## src/rtl/shift_ctrl_pkg.sv

```systemverilog
// shift_ctrl_pkg: shared state type and SPselect encodings for the shift chain controller.
//   state_t   : IDLE / SHIFT / DONE frame sequencing states
//   SPSEL_PAR : SPselect level that makes every dcell load its parallel D input
//   SPSEL_SER : SPselect level that makes every dcell take its serial S input
package shift_ctrl_pkg;

    typedef enum logic [1:0] {
        IDLE  = 2'd0,
        SHIFT = 2'd1,
        DONE  = 2'd2
    } state_t;

    localparam logic SPSEL_PAR = 1'b1;
    localparam logic SPSEL_SER = 1'b0;

endpackage

```

## src/rtl/shift_ctrl_bit_counter.sv

```systemverilog
// bit_counter: up-counter with synchronous clear and enable, flagging terminal count WIDTH-1.
//   clk   : system clock
//   rst   : synchronous active-high reset, forces the count to 0
//   i_clr : clear to 0 (takes priority over i_en)
//   i_en  : advance the count by one
//   o_cnt : current count
//   o_tc  : high while o_cnt == WIDTH-1
module bit_counter #(
    parameter int WIDTH = 8,
    parameter int CNT_W = $clog2(WIDTH)
) (
    input  logic             clk,
    input  logic             rst,
    input  logic             i_clr,
    input  logic             i_en,
    output logic [CNT_W-1:0] o_cnt,
    output logic             o_tc
);

    logic [CNT_W-1:0] r_cnt;

    always_ff @(posedge clk) begin
        if (rst || i_clr) r_cnt <= '0;
        else if (i_en)    r_cnt <= r_cnt + 1'b1;
    end

    assign o_cnt = r_cnt;
    assign o_tc  = (r_cnt == CNT_W'(WIDTH - 1));

endmodule

```

## src/rtl/shift_ctrl.sv

```systemverilog
// shift_ctrl: sequences parallel load then WIDTH serial shifts of a dcell chain, with start/busy/done handshake.
//   clk       : system clock
//   rst       : synchronous active-high reset
//   start     : request one frame (sampled in IDLE only)
//   abort     : cancel the frame in progress (sampled in SHIFT)
//   fill      : value shifted into the head of the chain during SHIFT
//   SPselect  : shared chain select, 1 = parallel D, 0 = serial S
//   ser_in    : serial input of the first dcell
//   busy      : frame in progress
//   bit_valid : last cell's Sout holds a frame bit
//   bit_idx   : index of the bit on the last cell's Sout
//   done      : one-cycle pulse after a frame completes without abort
module shift_ctrl
    import shift_ctrl_pkg::*;
#(
    parameter int WIDTH = 8,
    localparam int CNT_W = $clog2(WIDTH)
) (
    input  logic             clk,
    input  logic             rst,
    input  logic             start,
    input  logic             abort,
    input  logic             fill,
    output logic             SPselect,
    output logic             ser_in,
    output logic             busy,
    output logic             bit_valid,
    output logic [CNT_W-1:0] bit_idx,
    output logic             done
);

    state_t           r_state;
    logic             r_sp;
    logic             r_ser;
    logic             r_busy;
    logic             r_valid;
    logic             r_done;
    logic [CNT_W-1:0] w_cnt;
    logic             w_tc;
    logic             w_clr;

    // The counter only survives an edge that keeps us in SHIFT, so it reads 0
    // in the first SHIFT cycle and everywhere outside SHIFT.
    assign w_clr = (r_state != SHIFT) || abort || w_tc;

    bit_counter #(.WIDTH(WIDTH), .CNT_W(CNT_W)) u_cnt (
        .clk   (clk),
        .rst   (rst),
        .i_clr (w_clr),
        .i_en  (r_state == SHIFT),
        .o_cnt (w_cnt),
        .o_tc  (w_tc)
    );

    always_ff @(posedge clk) begin
        if (rst) begin
            r_state <= IDLE;
            r_sp    <= SPSEL_PAR;
            r_ser   <= 1'b0;
            r_busy  <= 1'b0;
            r_valid <= 1'b0;
            r_done  <= 1'b0;
        end else begin
            case (r_state)
                IDLE: if (start) begin
                    r_state <= SHIFT;
                    r_sp    <= SPSEL_SER;
                    r_ser   <= fill;
                    r_busy  <= 1'b1;
                    r_valid <= 1'b1;
                end
                SHIFT: if (abort || w_tc) begin
                    // abort beats the last bit: no done pulse
                    r_state <= abort ? IDLE : DONE;
                    r_sp    <= SPSEL_PAR;
                    r_ser   <= 1'b0;
                    r_busy  <= 1'b0;
                    r_valid <= 1'b0;
                    r_done  <= !abort;
                end else begin
                    r_ser   <= fill;
                end
                DONE: begin
                    r_state <= IDLE;
                    r_done  <= 1'b0;
                end
                default: begin
                    r_state <= IDLE;
                    r_sp    <= SPSEL_PAR;
                    r_ser   <= 1'b0;
                    r_busy  <= 1'b0;
                    r_valid <= 1'b0;
                    r_done  <= 1'b0;
                end
            endcase
        end
    end

    assign SPselect  = r_sp;
    assign ser_in    = r_ser;
    assign busy      = r_busy;
    assign bit_valid = r_valid;
    assign bit_idx   = w_cnt;
    assign done      = r_done;

endmodule

```

## config.mk

```make
export PLATFORM = sky130hd
export DESIGN_NAME = shift_ctrl
export DESIGN_NICKNAME = d
export VERILOG_FILES = /design/src/rtl/shift_ctrl_pkg.sv /design/src/rtl/shift_ctrl_bit_counter.sv /design/src/rtl/shift_ctrl.sv
export SDC_FILE = /design/constraint.sdc
export NUM_CORES = 1
export LEC_CHECK = 0
export BUFFER_PORTS_ARGS = -buffer_cell sky130_fd_sc_hd__buf_4
export CAP_MARGIN = 20
export CELL_PAD_IN_SITES_DETAIL_PLACEMENT = 1
export CELL_PAD_IN_SITES_GLOBAL_PLACEMENT = 1
export CORE_AREA = 2 2 39 41
export CTS_CLUSTER_DIAMETER = 30
export DETAILED_ROUTE_END_ITERATION = 10
export DIE_AREA = 0 0 41 43
export HOLD_SLACK_MARGIN = 0.03
export PLACE_DENSITY_LB_ADDON = 0.3
export SLEW_MARGIN = 20
export SYNTH_ARGS = -nofsm -noshare
export SYNTH_HDL_FRONTEND = slang
export SYNTH_SLANG_ARGS = --single-unit
export TNS_END_PERCENT = 5
```

## constraint.sdc

```tcl
create_clock -name clk -period 3.4 [get_ports clk]
set_input_delay 0.68 -clock clk [delete_from_list [all_inputs] [get_ports clk]]
set_output_delay 0.68 -clock clk [all_outputs]
set_load 0.05 [all_outputs]
```

Word level (Yosys, flattened, before mapping). Cells that the tools add are included.

Logic and storage cells: 40. Output and inout bits: 8. Bits in registers: 9.

Multiplexer cells: 15. Bitwise operators: 2. Add/sub/neg operators: 1. Reduce and logical (&&, ||, !) cells: 10. Equality and inequality tests: 6.

Operators with widths (count): case mux 1 bit (3 select lines) (3); 2-to-1 mux 1 bit (7); 2-to-1 mux 2 bit (3); AND reduction 2 bit (3); logical OR 1 bit (4); inequality test 2 bit (second input constant) (2); case mux 2 bit (2 select lines) (1); adder 3 x 1 -> 3 bit (second input constant) (1); equality test 3 bit (second input constant) (1); AND reduction 3 bit (1); equality test 2 x 1 -> 1 bit (second input constant) (1); equality test 2 bit (second input constant) (1); logical NOT 2 bit (1); inequality test 2 x 1 -> 1 bit (second input constant) (1); inverter 1 bit (2); case mux 1 bit (2 select lines) (1); logical NOT 1 bit (1).

Depth between registers and ports, before layout. Gate-level depths: netlist (run 1).

Depth in word-level cells: 4. Mapped depth: 5. Gate-level depth less buffers: 5.

Hierarchy. A second synthesis (run 1) with hierarchy kept.

Cells, all modules: 37. Area, all modules: 392.9 µm².

By module, submodules not included: shift_ctrl (cells an instance 26, area an instance 259.0 µm², instances 1); bit_counter (cells an instance 11, area an instance 133.9 µm², instances 1).

Least setup slack after synthesis (run 1). No wires, ideal clock.

Kind: register to register. Start point: register u_cnt.r_cnt[0] (netlist: u_cnt.o_cnt[0]). End point: register r_sp (netlist: SPselect). Library setup time: 122 ps. Period minus slack after synthesis: 1764 ps. Arrival: 1643 ps. Required time: 3278 ps. Setup slack: 1636 ps. Cell stages (with the launch flop): 5. Cell sequence: dfxtp_1 ha_1 ha_1 or3_1 a221o_1.

Cells in the longest elaborated chain, start to end: 4.

RTL lines: start: declaration (line shift_ctrl_bit_counter.sv:20) `logic [CNT_W-1:0] r_cnt;`; start signal: assignment (line shift_ctrl_bit_counter.sv:24) `else if (i_en) r_cnt <= r_cnt + 1'b1;`; equality test 3 bit (line shift_ctrl_bit_counter.sv:28) `assign o_tc = (r_cnt == CNT_W'(WIDTH - 1));`; logical OR 1 bit (line shift_ctrl.sv:72) `SHIFT: if (abort || w_tc) begin`; inequality test 2 bit (no source line); AND reduction 3 bit (no source line); end signal: assignment (line shift_ctrl.sv:67) `r_sp <= SPSEL_SER;`; end signal: assignment (line shift_ctrl.sv:75) `r_sp <= SPSEL_PAR;`; end signal: assignment (line shift_ctrl.sv:89) `r_sp <= SPSEL_PAR;`; end: declaration (line shift_ctrl.sv:33) `logic r_sp;`.

Every way passes these cells. A chain may end at the register's enable or synchronous reset.

Worst setup path after layout (run 1). Same ends and word-level chain as after synthesis.

==> results of run 1 <==
[layout by cell type (no fill, tap or decap)]
cell type / count
buf_4: 12
dfxtp_1: 9
clkbuf_4: 3
nand2_1: 2
nor3_1: 2
inv_1: 2
and3_1: 2
a21oi_1: 2
ha_1: 2
nor2b_1: 1
nand2b_2: 1
nand2b_1: 1
o21ai_0: 1
or3_1: 1
a221o_1: 1
nor2_1: 1
nand3_1: 1
and4bb_2: 1
a31oi_1: 1
a221oi_1: 1
a2111oi_0: 1
clkbuf_1: 1
[state kept, by name, summed over array words and instances (netlist names)]
signal,flops
r_state,2
done,1
bit_valid,1
SPselect,1
u_cnt.o_cnt,3
ser_in,1
[cells in the mapped netlist]
cell and number:
a31oi_1 1, a221o_1 1, nor2b_1 1, and4bb_2 1
nor2_1 1, inv_1 2, ha_1 2, nand2b_1 1
nor3_1 2, nand3_1 1, a221oi_1 1, o21ai_0 1
a21oi_1 2, nand2_1 2, dfxtp_1 9, and3_1 2
nand2b_2 1, or3_1 1, a2111oi_0 1, buf_4 1
[how the worst min path moves through the flow]
stage / startpoint / endpoint
after floorplan: r_state[1] / r_state[1]
after global placement: u_cnt.o_cnt[0] / u_cnt.o_cnt[0]
after detailed placement: u_cnt.o_cnt[0] / u_cnt.o_cnt[0]
after CTS: u_cnt.o_cnt[0] / u_cnt.o_cnt[0]
after global routing: u_cnt.o_cnt[0] / u_cnt.o_cnt[0]
final: u_cnt.o_cnt[0] / u_cnt.o_cnt[0]
[report_power, final]
group          switching [uW]  total (uW)  internal, uW
Combinational            24.6        38.1          13.5
Sequential               4.09         114           110
Clock                    35.5        80.6          45.1
Total                    64.2         233           169
[area by class of cell]
class,count,area (sq um)
inverter,2,7.51
tap,16,20.0
clock buffer,4,26.3
sequential,9,180
timing repair buffer,12,90.1
fill,171,907
multi-input combinational,22,153
[critical path: stages, from the launching register on]
cell,delay [ns]
dfxtp_1,0.32
ha_1,0.20
ha_1,0.22
or3_1,0.38
a221o_1,0.35
[cell families (layout without fill, tap and decap cells)]
group,count (synthesis),after routing
buf+inv,3,18
flops,9,9
simple gates,13,13
fa+ha+maj,2,2
compound gates,7,7
[stage by stage]
stage	utilization	total power (uW)	hold slack (ns)	area, sq um	cells
after detailed placement	0.325	155	0.446	450	61
after floorplan	-	141	0.459	348	34
final	0.344	233	0.449	477	65
after global placement	0.325	155	0.440	450	61
after CTS	0.344	238	0.457	477	65
after global routing	0.344	247	0.496	477	65
[routing by layer]
layer | global-route usage | routed length (um) | share of wire | vias to the layer above
met1 | 0.160 | 354 | 0.49 | 138
li1 | - | - | - | 155
met2 | 0.122 | 326 | 0.45 | 6
met5 | 0 | 0 | 0 | -
met3 | 0.0471 | 37 | 0.051 | 2
met4 | 0.0800 | 8 | 0.011 | 0
==> metrics.md, run 1 <==
| Metric | Value |
|---|---|
| Largest family of logic cells by synthesized area | simple AND/OR/NAND/NOR gates |
| Via count | 301 |
| CP endpoint | SPselect |
| Unrepaired setup endpoints after global routing | no |
| Share of cells above drive strength 1 | 0.347 |
| Skew final | 0.00429 ns |
| Area share of fa/ha/maj cells after synthesis | 0.0719 |
| Worst Path Arrival | 1.72 ns |
| Synth Area in Compound Gates | 0.140 |
| CP Launch Type | flip-flop |
| Unique cell type count in the Yosys netlist | 20 |
| Final net count | 57 |
| Reg2Reg Setup Slack | 1.83 ns |
| Mux cell area share after synthesis | 0 |
| Clk slew on worst S/H paths | 0.06 ns |
| Resize count post-CTS | 0 |
| Num CTS Buffers | 3 |
| Synthesis Warnings | 0 |
| Type of the most critical hold path | flip-flop to flip-flop |
| Max FO, Critical Path | 4 |
| Initial core utilization | 0.251 |
| N_diodes | 0 |
| Remaining antenna violation count after routing | 0 |
| Clock Sinks | 9 |
| Largest cells by area after synthesis | dfxtp_1, ha_1, and3_1 |
| First-pass detailed-route iteration total | 2 |
| Critical path required time | 3.54 ns |
| Tmin final | 1.57 ns |
| 1st-iter DRT viols | 1 |
| Outcome | completed |
| HPWL Detailed | 567 um |
| Vias in the first global route | 291 |
| Cts hold-fix bufs | 0 |
| First-pass GRT wire length | 1270 um |
| Post-Syn Nets | 41 |
| IO Count | 13 |
| CTS root buffer | clkbuf_4 |
| XOR/XNOR share of the synthesized area | 0 |
| Final WL | 726 um |
| Max IR drop VDD | 0.000136 V |
| Slew HR | 0.690 |
| Global route overflow | 0 |
| Die width | 41 um |
| TNS Setup | 0 ns |
| Post-synthesis simple-gate area fraction | 0.227 |
| GPL Wtd Cong | 0.616 |
| GRT Total Usage | 0.110 |
| Core Area | 1380 sq um |
| Syn-to-layout area delta | 37.1% |
| Largest area contributor in the netlist | dfxtp_1 |
| WS Path Type | flip-flop to flip-flop |
| Vias/cell | 4.63 |
| Final Setup Violations | 0 |
| Insertion delay to the later sink of the worst-skew pair | 0.26 ns |
| PortBufs | 12 |
| FMAX | 0.635 GHz |
| Post-CTS Setup Inserts | 0 |
| Cell area power density | 488 nW/um^2 |
| Max-cap violation count | 0 |
| Mean Syn Cell Area | 10.2 sq um |
| Dpl ws | 1.80 ns |
| Die Y | 43 um |
| RR Startpoint | u_cnt.o_cnt[0] |
| Drt drc | 0 |
| FF+latch count, synth | 9 |
| Syn Inst Count | 34 |
| Hold violation count in the final report | 0 |
| Die area | 1760 sq um |
| Top cell type's share of synthesized area | 0.518 |
| Post-synthesis sequential area ratio | 0.518 |
| Maximum root-to-sink buffer count | 2 |
| Initial antenna violation count | 0 |
| CTS H-tree depth | 1 |
| Drt wl/cell | 11.2 um |
| Final cycle utilization of the critical path | 0.463 |
| Post-route worst setup slack | 1.83 ns |
| Row cnt | 14 |
| Cell area after synthesis | 348 sq um |
| Worst r2r path cells | 4 |
| Largest net degree at the start of global routing | 9 |
| Final Slew Violations | 0 |
| R2R Path End | SPselect |
| Critical Path Source | u_cnt.o_cnt[0] |
| Worst-Margin Slew | 0.462 ns |
| Min-Delay Path Depth | 1 |
| Leak pwr | 0.000223 uW |
| Crit. End Element | flip-flop |
| TritonCTS clock tree | yes |
Note: power is estimated with default switching activity, not from simulation.
==> inputs of run 2 (changes only) <==
Settings changed: ABC_AREA set to 1.
Clock period 3.4 ns to 1.49 ns, I/O delays scaled along.
==> run 2 against run 1 <==
Global-route usage barely moved. Clock skew fell by 0.0039 ns. Power grew 130%. First-iteration DRC count increased to 3.0 times the previous value. Clock-buffer cell count is the same.
==> metrics.md, run 2 <==
| Metric | Value |
|---|---|
| Outcome | completed |
| Util after Layout | 0.373 (+0.0289) |
| Share of cells above drive strength 1 | 0.359 (+0.0124) |
| Post-synthesis sequential area ratio | 0.462 (-0.0564) |
| Post-CTS Setup Inserts | 0 (unchanged) |
| Skew final | 0.000358 ns (-0.00394 ns) |
| WS Path Type | flip-flop to flip-flop |
| CTS root buffer | clkbuf_4 |
| Core Area | 1380 sq um (unchanged) |
| Final WL | 772 um (+6.3%) |
| Max IR drop VDD | 0.000467 V (+240%) |
| Mean Syn Cell Area | 7.81 sq um (-24%) |
| Final Setup Violations | 0 (unchanged) |
| Syn Inst Count | 50 (+47%) |
| Cts hold-fix bufs | 0 (unchanged) |
| Most frequent cells in the layout | nand2_1, buf_4, dfxtp_1, nor2_1, a21oi_1 |
| Unique cell type count in the Yosys netlist | 14 (-30%) |
| Cell area after synthesis | 390 sq um (+12%) |
| Cell area power density | 1030 nW/um^2 (+110%) |
| Post-Syn Nets | 57 (+39%) |
| Unrepaired setup endpoints after global routing | no |
| Num CTS Buffers | 3 (unchanged) |
| Final cycle utilization of the critical path | 0.903 (+0.440) |
| R2R Path End | u_cnt.o_cnt[1] |
| Resize count post-CTS | 0 (unchanged) |
| Ys flop type | dfxtp_1 |
| Reg2Reg Setup Slack | 0.14 ns (-1.68 ns) |
| Critical Path Source | u_cnt.o_cnt[0] |
| Worst-Margin Slew | 0.157 ns (-0.305 ns) |
| Remaining antenna violation count after routing | 0 (unchanged) |
| HPWL Detailed | 630 um (+11%) |
| Drt drc | 0 (unchanged) |
| Top cell type's share of synthesized area | 0.462 (-0.0564) |
| Critical path required time | 1.67 ns (-1.87 ns) |
| Initial antenna violation count | 0 (unchanged) |
| GRT Total Usage | 0.110 (+0.000334) |
| PortBufs | 12 (unchanged) |
| CTS H-tree depth | 1 (unchanged) |
| Initial core utilization | 0.282 (+0.0307) |
| Insertion delay to the later sink of the worst-skew pair | 0.25 ns (about the same) |
| Drt wl/cell | 9.65 um (-14%) |
| Final Slew Violations | 0 (unchanged) |
| Min-Delay Path Depth | 2 (+1) |
| FMAX | 0.743 GHz (+17%) |
| Synth cell count leaders | nand2_1, dfxtp_1, nor2_1, a21oi_1 |
| Largest area contributor in the netlist | dfxtp_1 |
| Worst Path Arrival | 1.53 ns (-0.19 ns) |
| Row cnt | 14 (unchanged) |
| Vias in the first global route | 315 (+8.2%) |
| Vias/cell | 4.24 (-8.5%) |
| Largest cells by area after synthesis | dfxtp_1, nand2_1, a21oi_1 |
| First-pass detailed-route iteration total | 2 (unchanged) |
| IO Count | 13 (unchanged) |
| Max FO, Critical Path | 4 (unchanged) |
| Max-cap violation count | 0 (unchanged) |
| Max reg flops | 3 (unchanged) |
| EDFF count, synth | 0 (unchanged) |
| TNS Setup | 0 ns (unchanged) |
| Finished Layout Cells | 80 (+23%) |
| First-pass GRT wire length | 1240 um (-2.7%) |
| DP Area | 490 sq um (+8.9%) |
| Worst r2r path cells | 6 (+2) |
| Synthesis Warnings | 0 (unchanged) |
| RR Startpoint | u_cnt.o_cnt[0] |
| Via count | 339 (+13%) |
| Crit. End Element | flip-flop |
| N_diodes | 0 (unchanged) |
| Die width | 41 um (unchanged) |
| Clock Sinks | 9 (unchanged) |
| CP Launch Type | flip-flop |
| Leak pwr | 0.000245 uW (+9.8%) |
| Slew HR | 0.895 (+0.206) |
| Largest net degree at the start of global routing | 9 (unchanged) |
| Design Power | 530 uW (+130%) |
| Tmin final | 1.35 ns (-0.229 ns) |
| Type of the most critical hold path | primary input to flip-flop |
| Die Y | 43 um (unchanged) |
| Syn-to-layout area delta | 32.4% |
| Die area | 1760 sq um (unchanged) |
| Maximum root-to-sink buffer count | 2 (unchanged) |
| Top-count cell post-synth | nand2_1 |
| Async set or reset register ratio after synthesis | 0 (unchanged) |
| FF+latch count, synth | 9 (unchanged) |
| TritonCTS clock tree | yes |
| Final net count | 72 (+26%) |
| GPL Wtd Cong | 0.728 (+18%) |
| Global route overflow | 0 (unchanged) |
| Placed insts | 76 (+25%) |
| CP endpoint | u_cnt.o_cnt[1] |
| Hold violation count in the final report | 0 (unchanged) |
| Fin area | 517 sq um (+8.4%) |
| 1st-iter DRT viols | 3 (+2) |
| Clk slew on worst S/H paths | 0.06 ns (about the same) |
| Commonest non-fill, non-tap cell in the layout | nand2_1 |
run 2: critical path, cell delays in order (launching register included):
cell and delay [ns]:
dfxtp_2 0.33, ha_1 0.19, ha_1 0.19, nor2_1 0.13, nand2_2 0.09, or2_4 0.25
a21oi_2 0.10
run 2: report_power, final:
part | internal [uW] | switching, uW | leakage [uW]
Combinational | 30.1 | 60.6 | 0.000155
Clock | 103 | 80.7 | 0.0000150
Sequential | 250 | 5.72 | 0.0000745
run 2: cells by family after synthesis:
family          after synthesis  synth area share
fa+ha+maj                     2            0.0641
flops                         9             0.462
simple gates                 26             0.292
compound gates                8             0.122
buf+inv                       5            0.0609
run 2: per-stage QoR:
stage,hold WS [ns],worst slack [ns]
floorplan,0.465,0.0951
global placement,0.419,0.131
detailed placement,0.415,0.150
CTS,0.253,0.123
global route,0.252,0.0601
finish,0.258,0.144
run 2: how the worst min path moves through the flow:
stage	from	to	slack, ns
5_1_grt	rst	bit_valid	0.25
3_5_place_dp	u_cnt.o_cnt[0]	u_cnt.o_cnt[0]	0.42
3_3_place_gp	u_cnt.o_cnt[0]	u_cnt.o_cnt[0]	0.42
6_report	rst	ser_in	0.26
4_1_cts	rst	ser_in	0.25
2_1_floorplan	abort	r_state[1]	0.46
run 2: cell type report:
type	count	area, sq um
fill	187	867
multi-input combinational	36	186
sequential	9	183
timing repair buffer	12	90.1
clock buffer	4	26.3
tap	16	20.0
inverter	3	11.3
run 2: layer usage:
| layer | global-route usage | wire [um] | share of wire |
|---|---|---|---|
| met5 | 0 | 0 | 0 |
| met4 | 0.100 | 15 | 0.019 |
| met3 | 0.0471 | 29 | 0.038 |
| met2 | 0.131 | 328 | 0.42 |
| met1 | 0.142 | 398 | 0.52 |
